[config.mk]
export PLATFORM = sky130hd
export DESIGN_NAME = spot_allocator
export DESIGN_NICKNAME = d
export VERILOG_FILES = /design/src/rtl/spot_allocator.sv
export SDC_FILE = /design/constraint.sdc
export NUM_CORES = 1
export LEC_CHECK = 0
export CAP_MARGIN = 30
export CORE_MARGIN = 3
export CORE_UTILIZATION = 40
export CTS_CLUSTER_SIZE = 24
export DETAILED_ROUTE_END_ITERATION = 10
export PLACE_DENSITY = 0.72
export REMOVE_ABC_BUFFERS = 1
export SYNTH_ARGS = -nofsm -noshare
export SYNTH_HDL_FRONTEND = slang
export SYNTH_SLANG_ARGS = --single-unit
[constraint.sdc]
create_clock -name clk -period 6.6 [get_ports clk]
set_input_delay 0.99 -clock clk [delete_from_list [all_inputs] [get_ports clk]]
set_output_delay 0.99 -clock clk [all_outputs]
set_load 0.02 [all_outputs]
[src/rtl/spot_allocator.sv]
// Parking-lot spot allocator: tracks per-spot occupancy, grants the
// lowest free spot to the entry gate and releases spots from the exit gate.
module spot_allocator #(
    parameter int unsigned N_SPOTS = 8,
    parameter int unsigned IDX_W   = 3,
    parameter int unsigned CNT_W   = 4
) (
    input  logic               clk,
    input  logic               rst_n,
    input  logic               enter_req,
    output logic               enter_gnt,
    output logic               enter_deny,
    output logic [IDX_W-1:0]   assigned_spot,
    input  logic               exit_valid,
    input  logic [IDX_W-1:0]   exit_spot,
    output logic               exit_err,
    output logic [N_SPOTS-1:0] capacity,
    output logic [CNT_W-1:0]   parked_count,
    output logic               full,
    output logic               empty
);

    localparam logic [0:0] IDLE     = 1'b0;
    localparam logic [0:0] WAIT_REL = 1'b1;

    logic [0:0]         state;
    logic [0:0]         state_next;
    logic [N_SPOTS-1:0] exit_mask;
    logic [N_SPOTS-1:0] avail;
    logic [N_SPOTS-1:0] grant_mask;
    logic [N_SPOTS-1:0] capacity_next;
    logic [IDX_W-1:0]   pick_idx;
    logic [IDX_W-1:0]   spot_next;
    logic [CNT_W-1:0]   count_next;
    logic               exit_legal;
    logic               any_free;
    logic               grant_c;
    logic               deny_c;
    logic               err_c;

    // Exit decode; an out-of-range index matches no bit and so is never legal.
    always_comb begin
        exit_mask = '0;
        for (int i = 0; i < N_SPOTS; i++) begin
            if (exit_valid && (exit_spot == IDX_W'(i)) && capacity[i]) begin
                exit_mask[i] = 1'b1;
            end
        end
        exit_legal = |exit_mask;
        err_c      = exit_valid && !exit_legal;
    end

    // Lowest free spot, counting a spot released this cycle as free.
    always_comb begin
        avail    = capacity & ~exit_mask;
        pick_idx = '0;
        any_free = 1'b0;
        for (int i = 0; i < N_SPOTS; i++) begin
            if (!any_free && !avail[i]) begin
                pick_idx = IDX_W'(i);
                any_free = 1'b1;
            end
        end
    end

    // Entry handshake next-state and next-value logic.
    always_comb begin
        state_next = state;
        grant_c    = 1'b0;
        deny_c     = 1'b0;
        case (state)
            IDLE: begin
                if (enter_req) begin
                    grant_c    = any_free;
                    deny_c     = !any_free;
                    state_next = WAIT_REL;
                end
            end
            WAIT_REL: begin
                if (!enter_req) begin
                    state_next = IDLE;
                end
            end
            default: state_next = IDLE;
        endcase
        grant_mask    = grant_c ? (N_SPOTS'(1) << pick_idx) : '0;
        capacity_next = avail | grant_mask;
        count_next    = parked_count + CNT_W'(grant_c) - CNT_W'(exit_legal);
        spot_next     = grant_c ? pick_idx : assigned_spot;
    end

    // Handshake state register.
    always_ff @(posedge clk or negedge rst_n) begin
        if (!rst_n) begin
            state <= IDLE;
        end else begin
            state <= state_next;
        end
    end

    // Registered outputs; flags follow the next count so they match capacity.
    always_ff @(posedge clk or negedge rst_n) begin
        if (!rst_n) begin
            enter_gnt     <= 1'b0;
            enter_deny    <= 1'b0;
            exit_err      <= 1'b0;
            assigned_spot <= '0;
            capacity      <= '0;
            parked_count  <= '0;
            full          <= 1'b0;
            empty         <= 1'b1;
        end else begin
            enter_gnt     <= grant_c;
            enter_deny    <= deny_c;
            exit_err      <= err_c;
            assigned_spot <= spot_next;
            capacity      <= capacity_next;
            parked_count  <= count_next;
            full          <= (count_next == CNT_W'(N_SPOTS));
            empty         <= (count_next == '0);
        end
    end

endmodule

* Yosys cells after proc, flatten, opt, wreduce, memory -nomap -nowiden
Index checks and enable logic that the tools add are counted.
** Cells by class
- $add $sub $neg :: 2
- Reduce and logical (&&, ||, !) cells :: 42
- Shift operators :: 1
- Eq/ne operators :: 8
- Bitwise logic cells :: 3
- Mux-type cells :: 29
** Operator list (number)
- 1-bit logical AND :: 24
- 1-bit two-way mux :: 22
- 3-bit two-way mux :: 6
- 1-bit logical NOT :: 15
- 3-bit == test (second input constant) :: 4
- 8-bit bitwise AND :: 1
- 8-bit two-way mux :: 1
- 8-bit inverter :: 1
- 8-bit bitwise OR :: 1
- 8-bit OR reduction :: 1
- 1-bit by 3-bit << shifter with 8-bit output (first input constant) :: 1
- 3-bit by 2-bit == test with 1-bit output (second input constant) :: 2
- 4-bit by 1-bit adder with 4-bit output :: 1
- 4-bit == test (second input constant) :: 1
- 4-bit logical NOT :: 1
- 4-bit by 1-bit subtractor with 4-bit output :: 1
- 3-bit by 1-bit == test with 1-bit output (second input constant) :: 1
- 3-bit logical NOT :: 1
** Storage, ports and cells
- Logic and storage cells :: 94
- Register bits after elaboration :: 21
- Bits of input ports :: 7

* Logic depth before layout (Yosys ltp)
- Depth in word-level cells :: 32
- Depth in mapped cells :: 12
- Mapped depth without buffers :: 12

* Worst setup path after synthesis
OpenSTA, ideal clock, no wires.
- Kind :: input port to flip-flop
- From :: input exit_spot[0]
- To :: register full
- Path buffers :: 1
- Data arrival time :: 3269 ps
- Slack :: 3258 ps
- Library setup time :: 73 ps
- Stages :: 12
- Path through :: buf_6 mux4_2 mux2i_1 nor2b_1 ha_1 inv_1 ha_1 inv_1 fa_1 inv_1 or3_1 nor2b_1
** On the way
- Word-level cells in the longest chain between the ends :: 32
- Elaborated cells on any way between the ends :: 68
** Ends and longest elaborated chain
- start: declaration :: RTL line 15 : input logic [IDX_W-1:0] exit_spot,
- 3-bit by 1-bit == test with 1-bit output :: RTL line 45 : if (exit_valid && (exit_spot == IDX_W'(i)) && capacity[i]) begin
- 1-bit logical AND (2 in series) :: RTL line 45
- 1-bit two-way mux :: RTL line 45
- 8-bit inverter :: RTL line 55 : avail = capacity & ~exit_mask;
- 8-bit bitwise AND :: RTL line 55
- 1-bit logical NOT :: RTL line 59 : if (!any_free && !avail[i]) begin
- 1-bit logical AND :: RTL line 59
- 1-bit two-way mux :: RTL line 59
- [16 not listed]
- 1-bit logical AND :: RTL line 59
- 1-bit two-way mux :: RTL line 59
- 1-bit two-way mux :: RTL line 73 : if (enter_req) begin
- 1-bit two-way mux :: RTL line 71 : case (state)
- 4-bit by 1-bit adder with 4-bit output :: RTL line 88 : count_next = parked_count + CNT_W'(grant_c) - CNT_W'(exit_legal);
- 4-bit by 1-bit subtractor with 4-bit output (*) :: RTL line 88
- via count_next[1] :: RTL line 34 : logic [CNT_W-1:0] count_next;
- 4-bit == test (*) :: RTL line 119 : full <= (count_next == CNT_W'(N_SPOTS));
- end signal: assignment :: RTL line 119
- end: declaration :: RTL line 19 : output logic full,
Mark *: on every way through the listed nets, which the timed path passes. The rest lies on a longest branch.
A chain may end at the register's enable or synchronous reset.

* Worst setup path after layout
Ends and elaborated chain as after synthesis.

==> flow_summary_export.csv <==
group,metric,value,unit
grt,grt_max_degree,22,
clock_tree,cts-buffers-inserted,3,
logic_synthesis,synth_area,1160,um2
detailed_routing,vias,897,
timing,setup_violations,0,
detailed_routing,drcViolationCount,0,
power_and_ir_drop,power_frac_clock,11.3,%
floorplan,pin_count,27,
power_and_ir_drop,combPwrFrac,54.2,%
floorplan,die_w,59.8,um
power_and_ir_drop,swShare,41.2,%
clock_tree,post_cts.repair.setup_buffers,0,
setup_path,cpLargestDelayFamily,"adder cells",
floorplan,die_h,59.8,um
logic_synthesis,ys_types,40,
run,cap_viol_max_count,0,
logic_synthesis,syn_avg_cell_area,11.2,um2
logic_synthesis,yosysSeqAreaShare,45.5,%
timing,min_period,3.74,ns
detailed_routing,firstDrtPassIters,4,
logic_synthesis,async_flop_share,100,%
place,post-dp-hpwl,1870,um
clock_tree,cts_hold_buf,0,
setup_path,path_cells,"clkdlybuf4s50_1 > mux4_2 > mux2i_1 > nor2b_1 > ha_1 > inv_1 > ha_1 > inv_1 > fa_1 > inv_1 > or3_1 > nor2b_1",
setup_path,crit_slowest_cell,"clkdlybuf4s50_1",
logic_synthesis,synth-seq-cells,21,
setup_path,reg2reg_depth,12,
detailed_routing,drtAntennaViolNets,0,
cells_and_area,seqCellArea,527,um2
grt,antenna_found_initial,0,
setup_path,crit_path_end_kind,"flip-flop",
setup_path,cp.required,6.86,ns
detailed_routing,wire_per_inst,15.3,um
setup_path,r2r_setup_slack,3.74,ns
worst_hold_path,hold_depth,2,
detailed_routing,wl_met1,1090,um
clock_tree,root_buffer,"clkbuf_4",
logic_synthesis,synth_warnings,0,
setup_path,critPathKind,"in -> reg",
clock_tree,clk_latency,0.32,ns
power_and_ir_drop,power_density,403,nW/um2
detailed_routing,topRoutingLayerUsed,"met4",
cells_and_area,fillers,233,
worst_hold_path,hp-class,"reg -> reg",
grt,grt_overflow,0,
logic_synthesis,synth-edff-count,0,
timing,finalHoldViolCount,0,
timing,rsz0062_at_grt,"false",
floorplan,die_area,3570,um2
cells_and_area,num_antenna_cells,0,
setup_path,crit_top_cell,"inv_1",
place,placed_area,1430,um2
setup_path,worstPathMaxFanout,9,
logic_synthesis,ys.flop_type,"dfrtp_1",
cells_and_area,syn_to_final_growth,27.7,%
place,port_buffers,26,
setup_path,slowest_delay,0.66,ns
detailed_routing,vias_per_cell,5.54,
power_and_ir_drop,power_leakage,0.607,nW
power_and_ir_drop,netSwitchingPower,246,uW
power_and_ir_drop,totalPowerFinal,596,uW
clock_tree,cts_tree,"yes",
detailed_routing,drt_iter0_markers,7,
power_and_ir_drop,p_int,351,uW
power_and_ir_drop,p_seq_share,34.5,%
timing,setup_tns,0,ns
detailed_routing,wl_met2,1210,um
floorplan,start_util,44.3,%
detailed_routing,wl,2480,um
timing,max_freq,267,MHz
cells_and_area,multiInputGateArea,574,um2
grt,track_usage,15.9,%
grt,grt_pass1_wl,4180,um
clock_tree,numClockSinks,21,
timing,slew_headroom,67.5,%
timing,fin_crit_sh,56.6,%
cells_and_area,final_area,1480,um2
floorplan,core-area,2610,um2
clock_tree,cts_resized,0,
timing,slew_viol_final,0,
clock_tree,max-clock-path-buffers,2,
place,gp_congestion,0.831,
timing,worst_slew_pin_slew,0.486,ns
detailed_routing,wl_met3,111,um
outcome,outcome,"completed",
setup_path,crit_buf_inv,4,
cells_and_area,nNetsFinal,145,
setup_path,critPathLaunchType,"input pin",
grt,first_global_vias,937,
clock_tree,htreeDepth,1,
clock_tree,clk_pin_slew_worst_paths,0.13,ns
power_and_ir_drop,vdd_drop_max,244,uV
setup_path,reg2reg_from,"capacity[0]$_DFF_PN0_",
logic_synthesis,syn_inst,103,
setup_path,cp-startpoint,"exit_spot[0]",
cells_and_area,drive_gt1_share,12.1,%
timing,fin_worst_skew,0.00419,ns
floorplan,core.rowCount,18,
worst_hold_path,worst_hold_startpoint,"assigned_spot[2]$_DFFE_PN0P_",
setup_path,arrival,4.00,ns
setup_path,cp_num_cells,12,
-- tightest hold or removal path: stages (launching register included) --
cell and delay, ns:
dfrtp_1 0.37, nor2_1 0.05, nor2_1 0.09
-- layout make-up --
class,count,share of cell area (%)
Clock buffer,3,1.52
Clock inverter,1,0.508
Inverter,9,2.29
Multi-Input combinational cell,71,38.9
Sequential cell,21,35.6
Tap cell,30,2.54
Timing Repair Buffer,27,18.6
-- state kept, by name, summed over array words and instances (netlist names) --
| name | flops |
|---|---|
| capacity | 8 |
| parked_count | 4 |
| assigned_spot | 3 |
| empty | 1 |
| enter_deny | 1 |
| enter_gnt | 1 |
| exit_err | 1 |
| full | 1 |
| state | 1 |
-- power groups by stage --
stage	sequential (mW)	clock, mW	combinational, mW
3_3_place_gp	0.207	0	0.319
4_1_cts	0.206	0.0709	0.327
3_5_place_dp	0.209	0	0.325
2_1_floorplan	0.249	0	0.161
6_report	0.206	0.0676	0.323
5_1_grt	0.213	0.0747	0.353
-- through the flow --
stage	cells	utilization [%]	hold WS (ns)	setup slack, ns
final	162	56.6	0.538	2.86
after global routing	162	56.6	0.562	2.71
after CTS	161	56.0	0.530	2.85
after detailed placement	157	54.8	0.496	2.51
after global placement	157	54.8	0.488	2.57
after floorplan	101	-	0.508	3.38
-- Yosys cell counts (all sizes together), types with 2 or more instances --
| cell | number | area, um2 |
|---|---|---|
| ha | 4 | 50.1 |
| xnor2 | 3 | 26.3 |
| dfrtp | 20 | 500 |
| o21a | 4 | 30.0 |
| nand2 | 6 | 25.0 |
| buf | 2 | 22.5 |
| inv | 9 | 33.8 |
| nor2 | 6 | 22.5 |
| o21ai | 8 | 40.0 |
| nor2b | 3 | 18.8 |
| nand2b | 5 | 38.8 |
| mux4 | 2 | 45.0 |
| o31ai | 4 | 35.0 |
| o221ai | 2 | 35.0 |
| a21oi | 2 | 13.8 |
| nand3 | 2 | 10.0 |
| and2 | 3 | 18.8 |
| nand4 | 2 | 18.8 |
| a31oi | 2 | 12.5 |
-- kinds of logic (layout without fill, tap and decap cells) --
| logic type | Yosys count | count (layout) | synth area share (%) |
|---|---|---|---|
| buffers and inverters | 11 | 40 | 4.86 |
| adders and majority gates | 5 | 5 | 6.05 |
| xor gates and xnor gates | 3 | 3 | 2.27 |
| muxes | 3 | 3 | 4.76 |
| DFF | 21 | 21 | 45.5 |
| and+or+nand+nor | 33 | 33 | 17.2 |
| AOI/OAI and AO/OA | 27 | 27 | 19.4 |
-- per-layer routing --
| layer | vias up | track usage, % |
|---|---|---|
| met3 | 7 | 3.24 |
| met1 | 434 | 18.6 |
| met2 | 24 | 25.5 |
| met4 | 0 | 12.0 |
| li1 | 432 | - |
| met5 | - | 0 |
-- final timing paths --
kind,to
worst max-delay path,full$_DFF_PN0_
worst min-delay path,assigned_spot[2]$_DFFE_PN0P_
worst max register to register,full$_DFF_PN0_
worst min register to register,assigned_spot[2]$_DFFE_PN0P_
max in group asynchronous,empty$_DFF_PN1_
min in group asynchronous,parked_count[1]$_DFF_PN0_
-- layout by cell type, fill, tap and decap left out, drive strengths merged, types with 4 or more instances in the layout --
cell           instances
clkdlybuf4s50         26
dfrtp                 20
inv                    9
o21ai                  8
nor2                   6
nand2                  6
nand2b                 5
o21a                   4
ha                     4
o31ai                  4
Note: power is estimated with default switching activity, not from simulation.
